<file path="config.mk">
export PLATFORM = sky130hd
export DESIGN_NAME = main_mem_arbiter
export DESIGN_NICKNAME = d
export VERILOG_FILES = /design/src/rtl/mem_arb_pkg.sv /design/src/rtl/rr_arb2.sv /design/src/rtl/main_mem_arbiter.sv
export SDC_FILE = /design/constraint.sdc
export NUM_CORES = 1
export LEC_CHECK = 0
export ABC_AREA = 1
export CAP_MARGIN = 20
export CORE_AREA = 2 2 288 290
export DETAILED_ROUTE_END_ITERATION = 8
export DIE_AREA = 0 0 290 292
export PLACE_DENSITY = 0.64
export SLEW_MARGIN = 20
export SYNTH_ARGS = -nofsm -noshare
export SYNTH_HDL_FRONTEND = slang
export SYNTH_SLANG_ARGS = --single-unit
export TNS_END_PERCENT = 50
</file>
<file path="constraint.sdc">
create_clock -name clk -period 4.52 [get_ports clk]
set_input_delay 0.452 -clock clk [delete_from_list [all_inputs] [get_ports clk]]
set_output_delay 0.452 -clock clk [all_outputs]
set_load 0.005 [all_outputs]
</file>
<file path="src/rtl/mem_arb_pkg.sv">
// Shared types and defaults for the main-memory arbiter and its round-robin helper.
// Latency: none (declarations only).
// Backpressure: not applicable.
package mem_arb_pkg;

  typedef enum logic [1:0] {
    IDLE      = 2'd0,
    ISSUE     = 2'd1,
    WAIT_DONE = 2'd2,
    RESP      = 2'd3
  } state_t;

  // Requester ids; also the bit position of each requester in the req/grant vectors
  localparam logic REQ_I = 1'b0;
  localparam logic REQ_D = 1'b1;

  localparam int DEF_DATA_W  = 128;
  localparam int DEF_ADDR_W  = 32;
  localparam int DEF_TIMEOUT = 15;

endpackage

</file>
<file path="src/rtl/rr_arb2.sv">
// Two-way round-robin picker: a lone requester wins, a collision goes to the side not granted last.
// Latency: purely combinational.
// Backpressure: none; the caller decides when a grant is actually taken.
module rr_arb2
  import mem_arb_pkg::*;
(
  input  logic [1:0] req,
  input  logic       last_grant,
  output logic [1:0] grant
);

  // One-hot grant; bit 0 = icache, bit 1 = dcache
  always_comb begin
    grant = req;
    if (req == 2'b11) begin
      grant = (last_grant == REQ_D) ? 2'b01 : 2'b10;
    end
  end

endmodule

</file>
<file path="src/rtl/main_mem_arbiter.sv">
// Shares MainMem between the icache refill port (read-only) and the dcache port (read/write).
// Latency: IDLE->ISSUE->WAIT_DONE->RESP, so at least 4 cycles plus the memory's busy time per transaction.
// Backpressure: requests are held by the caches until ack; new grants only from IDLE with mem_ready=1.
module main_mem_arbiter
  import mem_arb_pkg::*;
#(
  parameter int DATA_W  = DEF_DATA_W,
  parameter int ADDR_W  = DEF_ADDR_W,
  parameter int TIMEOUT = DEF_TIMEOUT
) (
  input  logic              clk,
  input  logic              reset,
  input  logic              i_req,
  input  logic [ADDR_W-1:0] i_addr,
  output logic              i_ack,
  output logic [DATA_W-1:0] i_rdata,
  input  logic              d_req,
  input  logic              d_we,
  input  logic [ADDR_W-1:0] d_addr,
  input  logic [DATA_W-1:0] d_wdata,
  output logic              d_ack,
  output logic [DATA_W-1:0] d_rdata,
  output logic              mem_cs,
  output logic              mem_oe,
  output logic              mem_we,
  output logic [ADDR_W-1:0] mem_addr,
  output logic [DATA_W-1:0] mem_wdata,
  output logic              mem_drive,
  input  logic [DATA_W-1:0] mem_rdata,
  input  logic              mem_ready,
  output logic              busy,
  output logic              timeout_err
);

  localparam int TMR_W = $clog2(TIMEOUT + 1);

  state_t             state;
  logic               last_grant;
  logic               id_q;
  logic               we_q;
  logic [TMR_W-1:0]   timer;
  logic [DATA_W-1:0]  rd_buf;
  logic [1:0]         grant;
  logic               start;
  logic               win_d;
  logic               new_we;
  logic               tmo_hit;
  logic               go_wait;
  logic               go_done;
  logic               go_tmo;

  rr_arb2 u_rr_arb2 (
    .req        ({d_req, i_req}),
    .last_grant (last_grant),
    .grant      (grant)
  );

  // Grant decode and the three ways out of an active transaction
  always_comb begin
    start   = (|grant) && mem_ready && (state == IDLE);
    win_d   = grant[1];
    new_we  = grant[1] & d_we;
    // timer holds the number of completed cycles in ISSUE/WAIT_DONE minus one
    tmo_hit = (timer >= TMR_W'(TIMEOUT - 1));
    go_wait = (state == ISSUE) && !mem_ready;
    go_done = (state == WAIT_DONE) && mem_ready;
    // Real memory progress wins over a timeout landing on the same edge
    go_tmo  = ((state == ISSUE) || (state == WAIT_DONE)) && !go_wait && !go_done && tmo_hit;
  end

  // Transaction sequencer: grant, strobe until memory goes busy, wait for idle, acknowledge
  always_ff @(posedge clk) begin
    if (reset) begin
      state       <= IDLE;
      last_grant  <= REQ_I;
      id_q        <= REQ_I;
      we_q        <= 1'b0;
      timer       <= '0;
      rd_buf      <= '0;
      i_ack       <= 1'b0;
      i_rdata     <= '0;
      d_ack       <= 1'b0;
      d_rdata     <= '0;
      mem_cs      <= 1'b0;
      mem_oe      <= 1'b0;
      mem_we      <= 1'b0;
      mem_drive   <= 1'b0;
      mem_addr    <= '0;
      mem_wdata   <= '0;
      busy        <= 1'b0;
      timeout_err <= 1'b0;
    end else begin
      case (state)
        IDLE: begin
          if (start) begin
            id_q       <= win_d ? REQ_D : REQ_I;
            last_grant <= win_d ? REQ_D : REQ_I;
            we_q       <= new_we;
            mem_addr   <= win_d ? d_addr : i_addr;
            mem_wdata  <= win_d ? d_wdata : '0;
            mem_cs     <= 1'b1;
            mem_we     <= new_we;
            mem_oe     <= !new_we;
            mem_drive  <= new_we;
            timer      <= '0;
            busy       <= 1'b1;
            state      <= ISSUE;
          end
        end
        ISSUE, WAIT_DONE: begin
          timer <= timer + 1'b1;
          if (go_wait) begin
            // Memory has accepted the strobe; read data is on the bus at this edge
            rd_buf    <= mem_rdata;
            mem_cs    <= 1'b0;
            mem_oe    <= 1'b0;
            mem_we    <= 1'b0;
            mem_drive <= 1'b0;
            state     <= WAIT_DONE;
          end
          if (go_done || go_tmo) begin
            mem_cs    <= 1'b0;
            mem_oe    <= 1'b0;
            mem_we    <= 1'b0;
            mem_drive <= 1'b0;
            state     <= RESP;
            if (go_tmo) begin
              timeout_err <= 1'b1;
            end
            if (id_q == REQ_D) begin
              d_ack <= 1'b1;
              if (!we_q) begin
                d_rdata <= go_tmo ? '0 : rd_buf;
              end
            end else begin
              i_ack   <= 1'b1;
              i_rdata <= go_tmo ? '0 : rd_buf;
            end
          end
        end
        RESP: begin
          i_ack <= 1'b0;
          d_ack <= 1'b0;
          busy  <= 1'b0;
          state <= IDLE;
        end
        default: state <= IDLE;
      endcase
    end
  end

endmodule

</file>
; Word level (Yosys, flattened, before mapping)
; Index checks and enable logic that the tools add are counted.
[word_totals]
regBits = 559
input_bits = 326
output_inout_bits = 424
word_cells = 87
[op_classes]
n_addsub = 1
magnitude_cmp = 1
eq_ne = 9
muxes = 27
n_bitwise = 3
reduce_logical = 30
[ops]
columns = op, count
row1 = $mux 128, 2
row2 = $mux 32, 1
row3 = $reduce_and 3->1, 5
row4 = $pmux 1 s2, 6
row5 = $mux 1, 10
row6 = $mux 2, 5
row7 = $reduce_and 2->1, 5
row8 = $ne 2x2->1 const B, 4
row9 = $pmux 4 s2, 1
row10 = $logic_and 1x1->1, 7
row11 = $eq 2x2->1 const B, 3
row12 = $pmux 2 s3, 1
row13 = $reduce_bool 2->1, 3
row14 = $add 4x1->4 const B, 1
row15 = $ge 4x4->1 const B, 1
row16 = $logic_not 1->1, 4
row17 = $mux 4, 1
row18 = $reduce_and 4->1, 1
row19 = $reduce_or 2->1, 2
row20 = $ne 3x3->1 const B, 1
row21 = $eq 2x1->1 const B, 1
row22 = $logic_not 2->1, 1
row23 = $logic_or 1x1->1, 2
row24 = $not 1->1, 2
row25 = $and 1x1->1, 1

; Logic depth before layout (Yosys ltp)
[logic_depth]
word_depth = 9
ltp_mapped = 13
mapped_depth_nobuf = 11

; Cells and area by module
; A second synthesis with hierarchy kept.
[hier_totals]
cells_unflattened = 3219
area_unflattened_um2 = 22198.8
[modules_own_cells]
columns = module, n_inst, cells_each, area_per_inst_um2, seq_area_each_um2
row1 = main_mem_arbiter, 1, 3214, 22177.5, 11190.7
row2 = rr_arb2, 1, 5, 21.3, 0.0

; Worst setup path after synthesis
; OpenSTA, ideal clock, no wires.
[synth_timing]
path_kind = register -> register
from = reg state[1]
to = reg i_rdata[33]
setup_ps = 110
arrival_ps = 1737
path_slack_ps = 2673
path_stages_with_launch = 11
path_buffers = 3
period_less_slack_ps = 1847
cell_sequence = dfxtp_1 > inv_1 > ha_1 > buf_2 > clkinv_1 > nor2_1 > buf_2 > buf_4 > nand3_1 > nand2_1 > nor2_1
[synth_via]
elab_chain_len = 8
elab_cells_between_ends = 14
cone_classes = eq/ne: 2 / mux: 1 / reduce/logical: 11
[synth_lines]
columns = item, line_no
row1 = from (decl), main_mem_arbiter.sv:37  ; state_t state;
row2 = from (signal assigned), main_mem_arbiter.sv:74  ; state <= IDLE;
row3 = from (signal assigned), main_mem_arbiter.sv:107  ; state <= ISSUE;
row4 = from (signal assigned), main_mem_arbiter.sv:119  ; state <= WAIT_DONE;
row5 = $eq 2x1->1, "main_mem_arbiter.sv:65, main_mem_arbiter.sv:68, main_mem_arbiter.sv:93"
row6 = $logic_and 1x1->1, main_mem_arbiter.sv:65  ; go_wait = (state == ISSUE) && !mem_ready;
row7 = $logic_not 1->1, main_mem_arbiter.sv:68  ; go_tmo = ((state == ISSUE) || (state == WAIT_DONE)) && !go_wait && !go_done && tmo_hit;
row8 = $logic_and 1x1->1 (3 in series), main_mem_arbiter.sv:68
row9 = $logic_or 1x1->1, main_mem_arbiter.sv:121  ; if (go_done || go_tmo) begin
row10 = $reduce_and 3->1 (no source line), --
row11 = to (signal assigned), main_mem_arbiter.sv:137  ; i_rdata <= go_tmo ? '0 : rd_buf;
row12 = to (decl), main_mem_arbiter.sv:16  ; output logic [DATA_W-1:0] i_rdata,
; Parallel ways exist; a longest one is shown, timed or not.
; A chain may end at the register's enable or synchronous reset.

; Final worst setup path
[layout_timing]
from = reg state[1]
to = reg i_rdata[28]
; The elaborated chain is that of the path after synthesis.

==> impl_metrics.ini <==
[outcome]
outcome = completed

[worst_setup_path]
arrival_ns = 3.19
end_kind = register
reg2regPathDepth = 8
r2r_start = state[1]
startpoint = state[1]
required_ns = 5.01
cp-start-kind = register
path_class = register to register
path_max_fanout = 40

[timing]
holdWs_ns = 0.375
fin_crit_ns = 2.70
fmax_ghz = 0.370
slew_violations = 0
finalSetupViolCount = 0
setup_tns_ns = 0
relSlewSlack_pct = 31.7
worst_clock_skew_ns = 0.0282
fin_crit_sh_pct = 59.8
max_slew.worst_pin.slew_ns = 1.02
hold_violations = 0
rsz0062_at_grt = no
fin_ws_ns = 1.82

[placement]
dp.final_hpwl_mm = 60.8
dp_cells = 5018
place_area_mm2 = 0.0310
numPortBuffers = 749
place_congestion = 0.878
pre_cts_ws_ns = 1.45

[hold_path]
hold_path_depth = 2
hold_path.class = input port to register
hold_path_startpoint = reset

[clock_tree]
clk_pin_slew_worst_paths_ns = 0.06
cts_hold_buf = 0
cts_tree = built
cts_buffers = 66
postCtsResizedCells = 0
htree_num_levels = 3
clockBufferDepth = 3
clk_root_buffer_cell = clkbuf_16
clk_latency_ns = 0.61
cts.sinks = 559
cts_setup_buffers = 0

[route]
drc_errors = 0
ant_nets = 0
routed_wirelength_mm = 88.7
vias_per_cell = 4.35
routedWlPerCell_um = 17.3
drtIter0Drc = 1285
vias = 22311
drtPass1Iterations = 5

[pwr]
switching_share_pct = 30.5
power_density_mw_per_mm2 = 421
pwr-share-clk_pct = 37.9
p_switching_mw = 4.25
seqPwrFrac_pct = 41.1
power.leakage_nw = 14.6
p_total_mw = 14.0
peakVddDrop_mv = 0.279
p_int_mw = 9.70
p_comb_share_pct = 21.0

[logic_synthesis]
syn_nets = 3712
avgSynthCellArea_um2 = 6.71
synth-seq-cells = 559
syn_area_mm2 = 0.0227
ys_types = 22
synth_seq_area_share_pct = 49.3
yosysWarnings = 0
syn_inst = 3380

[grt]
antenna_found_initial = 5
groute.usage.overall_pct = 20.2
overflow = 0
grt_pass1_vias = 21035
grt_pass1_wl_mm = 132
grt_max_degree = 189

[finish]
final_area_mm2 = 0.0331
utilization_pct = 40.6
drive_above_1_share_pct = 3.62
nNetsFinal = 4348
diodes = 0
fin_cells = 5129
areaGrowthSynthToFinish_pct = 46.0

[die]
io_pins = 750
fp-row-count = 105
die_x_um = 290
die_h_um = 292
core_mm2 = 0.0816
dieArea_mm2 = 0.0847
start_util_pct = 27.8

[job]
maxCapViolCount = 0
power groups by stage:
stage,Clock (mW),Combinational (mW),Sequential (mW)
5_1_grt,5.59,3.27,5.78
2_1_floorplan,0,1.51,5.80
6_report,5.29,2.94,5.73
3_3_place_gp,0,2.94,5.82
4_1_cts,5.42,2.97,5.73
3_5_place_dp,0,2.96,5.83
kinds of logic (layout without fill, tap and decap cells):
| group | after synthesis | after routing | share of synthesized area, % |
|---|---|---|---|
| fa+ha+maj | 6 | 6 | 0.331 |
| compound gates | 406 | 406 | 8.99 |
| simple gates | 1692 | 1692 | 28.9 |
| buf+inv | 717 | 1396 | 12.4 |
| flops | 559 | 559 | 49.3 |
final cells by class:
class	instances	area (um^2)
repair buffers	783	7840
multi-input cells	2104	8730
clock inverters	18	214
inverters	502	1910
well taps	1070	1340
fillers	8488	48500
clock buffers	93	1900
flip-flops and latches	559	11200
routing by layer:
layer / part of all wire (%) / wire (um) / up-vias / GRT usage, %
met3: 7.7 / 6870 / 175 / 6.25
met5: 0.047 / 42 / - / 0
met1: 39 / 34900 / 10035 / 22.7
met4: 5.6 / 4930 / 6 / 10.9
met2: 47 / 41900 / 709 / 34.4
li1: - / - / 11386 / -
cell usage after synthesis:
master	instances	area (um^2)
a21boi_0	1	7.51
a21oi_1	236	1180
buf_1	9	33.8
buf_2	60	300
buf_4	13	97.6
clkbuf_1	133	499
clkinv_1	1	3.75
dfxtp_1	559	11200
ha_1	6	75.1
inv_1	498	1870
inv_2	3	11.3
nand2_1	928	3480
nand3_1	160	801
nand3_2	1	10.0
nand4_1	1	6.26
nor2_1	599	2250
nor2_2	2	12.5
o21a_1	1	7.51
o21ai_0	163	816
o21ai_1	4	20.0
o21bai_1	1	7.51
or2_2	1	6.26
final timing paths:
check	endpoint	slack, ns
worst max-delay path	i_rdata[28]	1.82
worst min-delay path	mem_wdata[38]	0.38
worst max register to register	i_rdata[28]	1.82
worst min register to register	rd_buf[113]	0.45
critical path, stage by stage, from the launching register on:
cell and delay, ns:
dfxtp_1 0.38, inv_1 0.08, ha_1 0.45, clkinv_1 0.32, nor2_4 0.45, buf_4 0.59
nand3_1 0.15, nand2_1 0.10, nor2_1 0.04
layout by cell type (no fill, tap or decap), types with 2 or more instances in the layout:
master           count
a21oi_1            236
buf_12               7
buf_4               28
clkbuf_1            13
clkbuf_16           67
clkbuf_8            13
clkdlybuf4s50_1    748
clkinv_2             8
clkinv_4             2
dfxtp_1            559
ha_1                 6
inv_1              495
inv_16               3
inv_4                2
inv_6                4
nand2_1            928
nand3_1            158
nand3_4              3
nor2_1             597
nor2_4               3
o21ai_0            163
o21ai_1              4
flip-flops by register name, indices dropped and copies added (netlist names):
| signal | count |
|---|---|
| i_ack | 1 |
| timeout_err | 1 |
| mem_drive | 1 |
| mem_oe | 1 |
| busy | 1 |
| mem_addr | 32 |
| rd_buf | 128 |
| we_q | 1 |
| mem_wdata | 128 |
| timer | 4 |
| d_rdata | 128 |
| i_rdata | 128 |
| id_q | 1 |
| d_ack | 1 |
| state | 2 |
| mem_cs | 1 |
(Power assumes the default switching activity.)
